===== config.mk =====
export PLATFORM = sky130hd
export DESIGN_NAME = multiword_add_sequencer
export DESIGN_NICKNAME = d
export VERILOG_FILES = /design/src/rtl/multiword_add_sequencer.sv
export SDC_FILE = /design/constraint.sdc
export NUM_CORES = 1
export LEC_CHECK = 0
export ABC_AREA = 0
export BUFFER_PORTS_ARGS = -buffer_cell sky130_fd_sc_hd__buf_2
export CORE_ASPECT_RATIO = 0.6
export CORE_UTILIZATION = 40
export DETAILED_ROUTE_END_ITERATION = 12
export PLACE_DENSITY = 0.77
export SETUP_SLACK_MARGIN = 0.5
export SLEW_MARGIN = 10
export SYNTH_ARGS = -nofsm -noshare
export SYNTH_HDL_FRONTEND = slang
export SYNTH_HIERARCHICAL = 1
export SYNTH_SLANG_ARGS = --single-unit
export TNS_END_PERCENT = 100

===== constraint.sdc =====
create_clock -name clk -period 23.6 [get_ports clk]
set_input_delay 1.18 -clock clk [delete_from_list [all_inputs] [get_ports clk]]
set_output_delay 1.18 -clock clk [all_outputs]
set_load 0.01 [all_outputs]

===== src/rtl/multiword_add_sequencer.sv =====
// multiword_add_sequencer
//   Multi-precision add/subtract built from one NUMBITS-wide ripple-carry
//   adder. The adder is reused over NWORDS word pairs, least-significant
//   word first. The carry between words is held in a register.
//
// Ports
//   clk, rst_n           : rising-edge clock, asynchronous active-low reset
//   start, sub           : begin an operation (IDLE only); sub=1 selects A-B
//   in_valid, in_ready   : operand word-pair handshake
//   a_word, b_word       : operand words, LSW first
//   out_valid, out_ready : result word handshake (registered output)
//   sum_word, out_last   : result word; out_last marks the MSW
//   carryout, overflow   : final carry and signed overflow, valid with out_last
//   busy, done           : busy in RUN/DRAIN; done pulses after the last word

module ripple_carry_adder #(
  parameter int NUMBITS = 16
) (
  input  logic [NUMBITS-1:0] a,
  input  logic [NUMBITS-1:0] b,
  input  logic               carryin,
  output logic [NUMBITS-1:0] sum,
  output logic               carryout
);
  logic [NUMBITS:0] c;

  always_comb begin
    sum  = '0;
    c    = '0;
    c[0] = carryin;
    for (int i = 0; i < NUMBITS; i++) begin
      sum[i]   = a[i] ^ b[i] ^ c[i];
      c[i+1]   = (a[i] & b[i]) | (c[i] & (a[i] ^ b[i]));
    end
    carryout = c[NUMBITS];
  end
endmodule

module multiword_add_sequencer #(
  parameter int NUMBITS = 16,
  parameter int NWORDS  = 4
) (
  input  logic               clk,
  input  logic               rst_n,
  input  logic               start,
  input  logic               sub,
  input  logic               in_valid,
  output logic               in_ready,
  input  logic [NUMBITS-1:0] a_word,
  input  logic [NUMBITS-1:0] b_word,
  output logic               out_valid,
  input  logic               out_ready,
  output logic [NUMBITS-1:0] sum_word,
  output logic               out_last,
  output logic               carryout,
  output logic               overflow,
  output logic               busy,
  output logic               done
);
  localparam int IDX_W = (NWORDS > 1) ? $clog2(NWORDS) : 1;
  localparam logic [IDX_W-1:0] LAST_IDX = IDX_W'(NWORDS - 1);

  typedef enum logic [1:0] {IDLE, RUN, DRAIN} state_t;

  state_t             state_q, state_d;
  logic [IDX_W-1:0]   idx_q, idx_d;
  logic               carry_q, carry_d;
  logic               op_q, op_d;
  logic               out_valid_q, out_valid_d;
  logic               out_last_q, out_last_d;
  logic [NUMBITS-1:0] sum_q, sum_d;
  logic               carryout_q, carryout_d;
  logic               overflow_q, overflow_d;
  logic               done_q, done_d;

  logic [NUMBITS-1:0] b_eff;
  logic [NUMBITS-1:0] add_sum;
  logic               add_cout;
  logic               in_hs;
  logic               out_hs;

  // Subtraction is A + ~B + 1; the +1 comes from carry_q being seeded with sub.
  assign b_eff = op_q ? ~b_word : b_word;

  ripple_carry_adder #(.NUMBITS(NUMBITS)) u_adder (
    .a        (a_word),
    .b        (b_eff),
    .carryin  (carry_q),
    .sum      (add_sum),
    .carryout (add_cout)
  );

  always_comb begin
    state_d     = state_q;
    idx_d       = idx_q;
    carry_d     = carry_q;
    op_d        = op_q;
    out_valid_d = out_valid_q;
    out_last_d  = out_last_q;
    sum_d       = sum_q;
    carryout_d  = carryout_q;
    overflow_d  = overflow_q;
    done_d      = 1'b0;

    // The output register can accept a new word when empty or draining now.
    in_ready = (state_q == RUN) && (!out_valid_q || out_ready);
    in_hs    = in_valid && in_ready;
    out_hs   = out_valid_q && out_ready;

    unique case (state_q)
      IDLE: begin
        if (start) begin
          state_d    = RUN;
          carry_d    = sub;
          op_d       = sub;
          idx_d      = '0;
          carryout_d = 1'b0;
          overflow_d = 1'b0;
        end
      end
      RUN: begin
        if (in_hs) begin
          sum_d       = add_sum;
          out_valid_d = 1'b1;
          carry_d     = add_cout;
          idx_d       = idx_q + 1'b1;
          if (idx_q == LAST_IDX) begin
            out_last_d = 1'b1;
            carryout_d = add_cout;
            // Signed overflow: result sign differs from both effective operands.
            overflow_d = (a_word[NUMBITS-1] ^ add_sum[NUMBITS-1]) &
                         (b_eff[NUMBITS-1] ^ add_sum[NUMBITS-1]);
            state_d    = DRAIN;
          end
        end else if (out_hs) begin
          out_valid_d = 1'b0;
        end
      end
      DRAIN: begin
        if (out_hs) begin
          out_valid_d = 1'b0;
          out_last_d  = 1'b0;
          done_d      = 1'b1;
          state_d     = IDLE;
        end
      end
      default: state_d = IDLE;
    endcase
  end

  always_ff @(posedge clk or negedge rst_n) begin
    if (!rst_n) begin
      state_q     <= IDLE;
      idx_q       <= '0;
      carry_q     <= 1'b0;
      op_q        <= 1'b0;
      out_valid_q <= 1'b0;
      out_last_q  <= 1'b0;
      sum_q       <= '0;
      carryout_q  <= 1'b0;
      overflow_q  <= 1'b0;
      done_q      <= 1'b0;
    end else begin
      state_q     <= state_d;
      idx_q       <= idx_d;
      carry_q     <= carry_d;
      op_q        <= op_d;
      out_valid_q <= out_valid_d;
      out_last_q  <= out_last_d;
      sum_q       <= sum_d;
      carryout_q  <= carryout_d;
      overflow_q  <= overflow_d;
      done_q      <= done_d;
    end
  end

  assign out_valid = out_valid_q;
  assign out_last  = out_last_q;
  assign sum_word  = sum_q;
  assign carryout  = carryout_q;
  assign overflow  = overflow_q;
  assign done      = done_q;
  assign busy      = (state_q != IDLE);
endmodule


After elaboration in Yosys (flattened, before gate mapping). Cells that the tools add are included. Widths: inputs -> output; s select.

Output and inout port bits: 23. Word-level logic and storage cells: 145. Register bits after elaboration: 27.

Reductions and logical operators: 15. Equal/unequal tests: 7. Mux-type cells: 28. Add/subtract/negate cells: 1. Bitwise gates (word level): 84.

Operator list (count): $xor 1x1->1 (34); $and 1x1->1 (33); $mux 16 (1); $not 16->16 (1); $or 1x1->1 (16); $mux 1 (14); $mux 2 (6); $reduce_and 4->1 (3); $pmux 1 s2 (5); $ne 2x2->1 const B (3); $pmux 2 s3 (1); $reduce_bool 2->1 (3); $eq 2x2->1 const B (2); $pmux 2 s2 (1); $reduce_and 2->1 (2); $logic_and 1x1->1 (3); $reduce_and 3->1 (1); $add 2x1->2 const B (1); $eq 2x1->1 const B (1); $logic_not 2->1 (1); $ne 2x1->1 const B (1); $logic_not 1->1 (1); $logic_or 1x1->1 (1).

Depth between registers and ports, before layout.
Word-level depth: 39. Mapped depth: 26.

By module. The synthesis kept the hierarchy.

By module, submodules not included: multiword_add_sequencer (cells an instance 119, sequential area each 675.6 um^2, area an instance 1395.1 um^2, times used 1); ripple_carry_adder (cells an instance 26, sequential area each 0.0 um^2, area an instance 357.8 um^2, times used 1).

Worst setup path before layout. Ideal clock, no wire load.

Path kind: input port to flip-flop. Start: in b_word[0]. End: reg overflow_q (netlist: overflow). Path buffers: 0. Setup slack: 15791 ps. Stages: 24. Data required time: 23524 ps. Arrival: 7733 ps. Cells stage by stage: xor2_1 > fa_1 > inv_1 > fa_1 > inv_1 > fa_1 > fa_1 > fa_1 > fa_1 > fa_1 > fa_1 > fa_1 > fa_1 > fa_1 > fa_1 > fa_1 > fa_1 > fa_1 > inv_1 > fa_1 > inv_1 > nor3b_1 > a21oi_1 > o21ai_1.

Word-level cells in the longest chain between the ends: 39. Elaborated cells between the ends (all ways): 41. Those cells by class: mux (4); bitwise (37).

RTL lines: start, declared (line 50) `input logic [NUMBITS-1:0] b_word,`; $not 16->16 (line 83) `assign b_eff = op_q ? ~b_word : b_word;`; $mux 16 * (line 83); $xor 1x1->1 (line 33) `c[i+1] = (a[i] & b[i]) | (c[i] & (a[i] ^ b[i]));`; $and 1x1->1 (line 33); $or 1x1->1 * (line 33); $and 1x1->1 * (line 33); $or 1x1->1 * (line 33); $and 1x1->1 * (line 33); [24 not listed]; $or 1x1->1 * (line 33); $xor 1x1->1 * (line 32) `sum[i] = a[i] ^ b[i] ^ c[i];`; net add_sum[15] (line 77) `logic [NUMBITS-1:0] add_sum;`; $xor 1x1->1 (on tied branches) (line 131, 132); $and 1x1->1 * (line 131) `overflow_d = (a_word[NUMBITS-1] ^ add_sum[NUMBITS-1]) &`; $mux 1 * (line 127) `if (idx_q == LAST_IDX) begin`; $mux 1 * (line 122) `if (in_hs) begin`; $pmux 1 s2 * (line 110) `unique case (state_q)`; end signal, assigned (line 172) `overflow_q <= overflow_d;`; end, declared (line 73) `logic overflow_q, overflow_d;`.

Mark *: on every way through the listed nets, which the timed path passes. The rest lies on a longest branch. The select of a mux whose other input is x is not followed. A chain may end at the register's enable or synchronous reset.

Worst setup path after layout.
Start: in b_word[0]. End: reg overflow_q (netlist: overflow).

Word-level cells in the longest chain between the ends: 39. Elaborated cells between the ends (all ways): 41. Those cells by class: mux (4); bitwise (37).

RTL lines: $not 16->16 (line 83); $mux 16 * (line 83); net b_eff[0] (line 76) `logic [NUMBITS-1:0] b_eff;`; $xor 1x1->1 (line 33); $and 1x1->1 (line 33); $or 1x1->1 * (line 33); $and 1x1->1 * (line 33); $or 1x1->1 * (line 33); [25 not listed]; $or 1x1->1 * (line 33); $xor 1x1->1 * (line 32); net add_sum[15] (line 77); $xor 1x1->1 (on tied branches) (line 131, 132); $and 1x1->1 * (line 131); $mux 1 * (line 127); $mux 1 * (line 122); $pmux 1 s2 * (line 110).

Marked as above.

==> key figures <==
Placement
  • RD Place Congestion: 0.780
  • HPWL after DPL: 2640 um
  • # port buffers: 60
  • Place WS: 15.35 ns

Yosys
  • Post-synth ARST share: 100%
  • Syn Area/Cell: 12.1 sq um
  • Synth Area in XOR/XNOR: ~8%
  • Area fraction in compound gates after synthesis: roughly 3.7%
  • Net Count, Synth: about 200
  • Mux contribution to synthesized area: 13.3%
  • Synth Area in Simple Gates: under 10%
  • Synth unique cells: 29
  • Synth Warn #: 6
  • Mapped Cells: about 150
  • Adder-cell share of the synthesized area: a little under a quarter
  • Sequential area share after synthesis: a little under 40%
  • Number of synthesized register bits: 27
  • Number of synthesized flops with an enable pin: 0
  • Synth Flop Type: dfrtp_1
  • Synthesized area: between 0.0015 and 0.002 sq mm
  • Largest family of logic cells by synthesized area: adder cells

Power and ir drop
  • Leakage dissipation: 1.08 nW
  • VDD IR max: ~37 uV
  • Overall Power: 0.000255 W
  • PD cells: between 100 and 150 mW/mm^2

Clocking
  • Clk sink count: 27
  • Total CTS buffers: 3
  • Worst-Skew Late Latency: ~0.27 ns
  • Number of setup buffers added after CTS: 0
  • Hold buffers post-CTS: 0
  • CTS clk-pin slew, worst paths: 0.09 ns
  • Root Buffer: clkbuf_8
  • Number of gates resized after CTS: 0
  • CTS tree: done
  • Maximum clock path buffer count: 2
  • CTS HTree Levels: 1

Finish
  • NumNets Final: approximately 270
  • Post-layout util: slightly above 50%
  • Fill cells: around 400
  • Diodes inserted: 0
  • Area grow syn2layout: 22.3%
  • Layout cells sized above 1: a little over a third

Detailed routing
  • Vias per cell: roughly 4.6
  • Pre-antenna DRT Iters: 4
  • Via count: approximately 1,200
  • Wire length per cell: around 12 um
  • Final WL: between 3000 and 4000 um
  • Drt drc: 0
  • Initial drt markers: 20
  • Final ANT Viol Nets: 0

Timing
  • Max-slew violations: 0
  • F_max: ~130 MHz
  • Final setup viols: 0
  • Tmin final: about 8 ns
  • Final worst slack: 15.68 ns
  • Worst clock skew: 0.00223 ns
  • Slew @ Worst Pin: between 0.8 and 0.9 ns
  • Slew margin rel.: 43.9%
  • TNS Setup: 0 ns
  • Final hold viol count: 0
  • Worst hold slack: between 0.4 and 0.5 ns
  • Period utilization: between 30% and 40%
  • RSZ-0062 raised after global routing: no

Worst setup path
  • Crit Path Class: input port to register
  • Critical path startpoint: b_word[0]
  • Worst R2R Path Depth: 24
  • Worst EP required: about 24 ns
  • Crit end category: register
  • CP peak stage delay: between 0.4 and 0.5 ns
  • Crit path capture: overflow$_DFFE_PN0P_
  • CP max-delay cell: fa_1
  • Slack of the worst reg-to-reg path: between 15 and 20 ns
  • Crit Reg-Reg Startpoint: op_q$_DFFE_PN0P_
  • Critical path startpoint category: input port
  • Worst path arrival time: between 8 and 9 ns
  • Most frequent CP cell: fa_1
  • FF-to-FF End: overflow$_DFFE_PN0P_
  • Worst Path Max Fanout: 3

Hold path
  • Hold path cells: 1
  • Hold Crit Class: register to register
  • Hold Startpoint: idx_q[0]$_DFFE_PN0P_

Floorplanning
  • Die W: between 80 and 90 um
  • Floorplan core area: about 0.0041 sq mm
  • Initial core utilization: about 42%
  • # rows: 18
  • Top Ports: about 60
  • Die area: 0.00466 sq mm
  • Die Y-Extent: around 53 um

Global route
  • Vias in the first global route: between 1,000 and 1,500
  • Overflow after GRT: 0
  • Initial antenna violation count: 0
  • Largest net degree at the start of global routing: 28
  • Total track usage: 16.2%
  • Global-route wire length before repair: 5510 um

Job
  • Number of max-cap violations: 0

Outcome
  • Run status: completed
-- worst max-delay path, delay by kind of cell --
kind,cells,cell delay [ns]
adders and majority gates,16,5.98
buffers and inverters,5,0.40
AOI/OAI and AO/OA,2,0.20
and+or+nand+nor,1,0.18
xor gates and xnor gates,1,0.15
-- through the flow --
stage / instances / cell area, sq um
after floorplan: 145 / 1750
after global placement: 260 / 2100
after detailed placement: 260 / 2100
after CTS: 264 / 2140
after global routing: 264 / 2140
final: 264 / 2140
-- worst min path at each step --
stage	slack, ns	to
after floorplan	0.44	idx_q[1]$_DFFE_PN0P_
after global placement	0.46	idx_q[1]$_DFFE_PN0P_
after detailed placement	0.47	idx_q[0]$_DFFE_PN0P_
after CTS	0.49	idx_q[0]$_DFFE_PN0P_
after global routing	0.51	sum_word[2]$_DFFE_PN0P_
final	0.48	idx_q[0]$_DFFE_PN0P_
-- layout by cell type, fill, tap and decap left out, types with 2 or more instances in the layout --
cell and count:
a21oi_1 2, buf_2 60, clkbuf_8 3, dfrtp_1 27, fa_1 16, ha_1 6
inv_1 15, mux2_1 15, mux2_2 4, mux2i_1 2, nand2_1 12, nand2b_1 2
nand3_1 3, nor2b_1 3, o21ai_1 4, xor2_1 16
-- routing by layer --
layer / vias to the layer above / GRT usage, % / wire length [um]
met1: 601 / 20.7 / 1550
li1: 584 / - / -
met3: 0 / 4.21 / 167
met2: 32 / 27.6 / 1480
met4: 0 / 4.10 / 0
met5: - / 0 / 0
-- synth_stat cells (2+ instances only) --
cell,count,share of area [%]
dfrtp_1,27,39
nand2b_1,2,0.71
ha_1,6,4.3
nand3_1,3,0.86
inv_1,15,3.2
mux2_2,4,2.6
mux2i_1,2,1.1
nand2_1,12,2.6
xor2_1,16,8.0
a21oi_1,2,0.57
nor2b_1,3,1.1
buf_4,2,0.86
mux2_1,15,9.6
buf_2,3,0.86
o21ai_1,4,1.1
fa_1,16,18
-- area by class of cell --
type | instances | area (sq um) | area share, %
clock buffer | 4 | 45.0 | 2.10
inverter | 15 | 56.3 | 2.63
multi-input combinational | 98 | 991 | 46.2
sequential | 27 | 676 | 31.5
tap | 60 | 75.1 | 3.50
timing repair buffer | 60 | 300 | 14.0
-- where the power goes --
group / switching, W / internal (W) / total, W
registers: 0.0000177 / 0.0000675 / 0.0000852
clock network: 0.0000135 / 0.0000121 / 0.0000256
logic: 0.0000764 / 0.0000682 / 0.000145
total: 0.000108 / 0.000148 / 0.000255
-- cell families after synthesis --
kind of cell	after synthesis
xor+xnor	16
flops	27
simple gates	29
fa+ha+maj	22
mux	21
buf+inv	20
compound gates	10
-- sequential cells by signal, summed over array words and instances, names as in the netlist --
| signal | flops |
|---|---|
| op_q | 1 |
| out_valid | 1 |
| out_last | 1 |
| carryout | 1 |
| done | 1 |
| carry_q | 1 |
| idx_q | 2 |
| overflow | 1 |
| state_q | 2 |
| sum_word | 16 |
No activity file was read; power rests on OpenSTA's default activity.
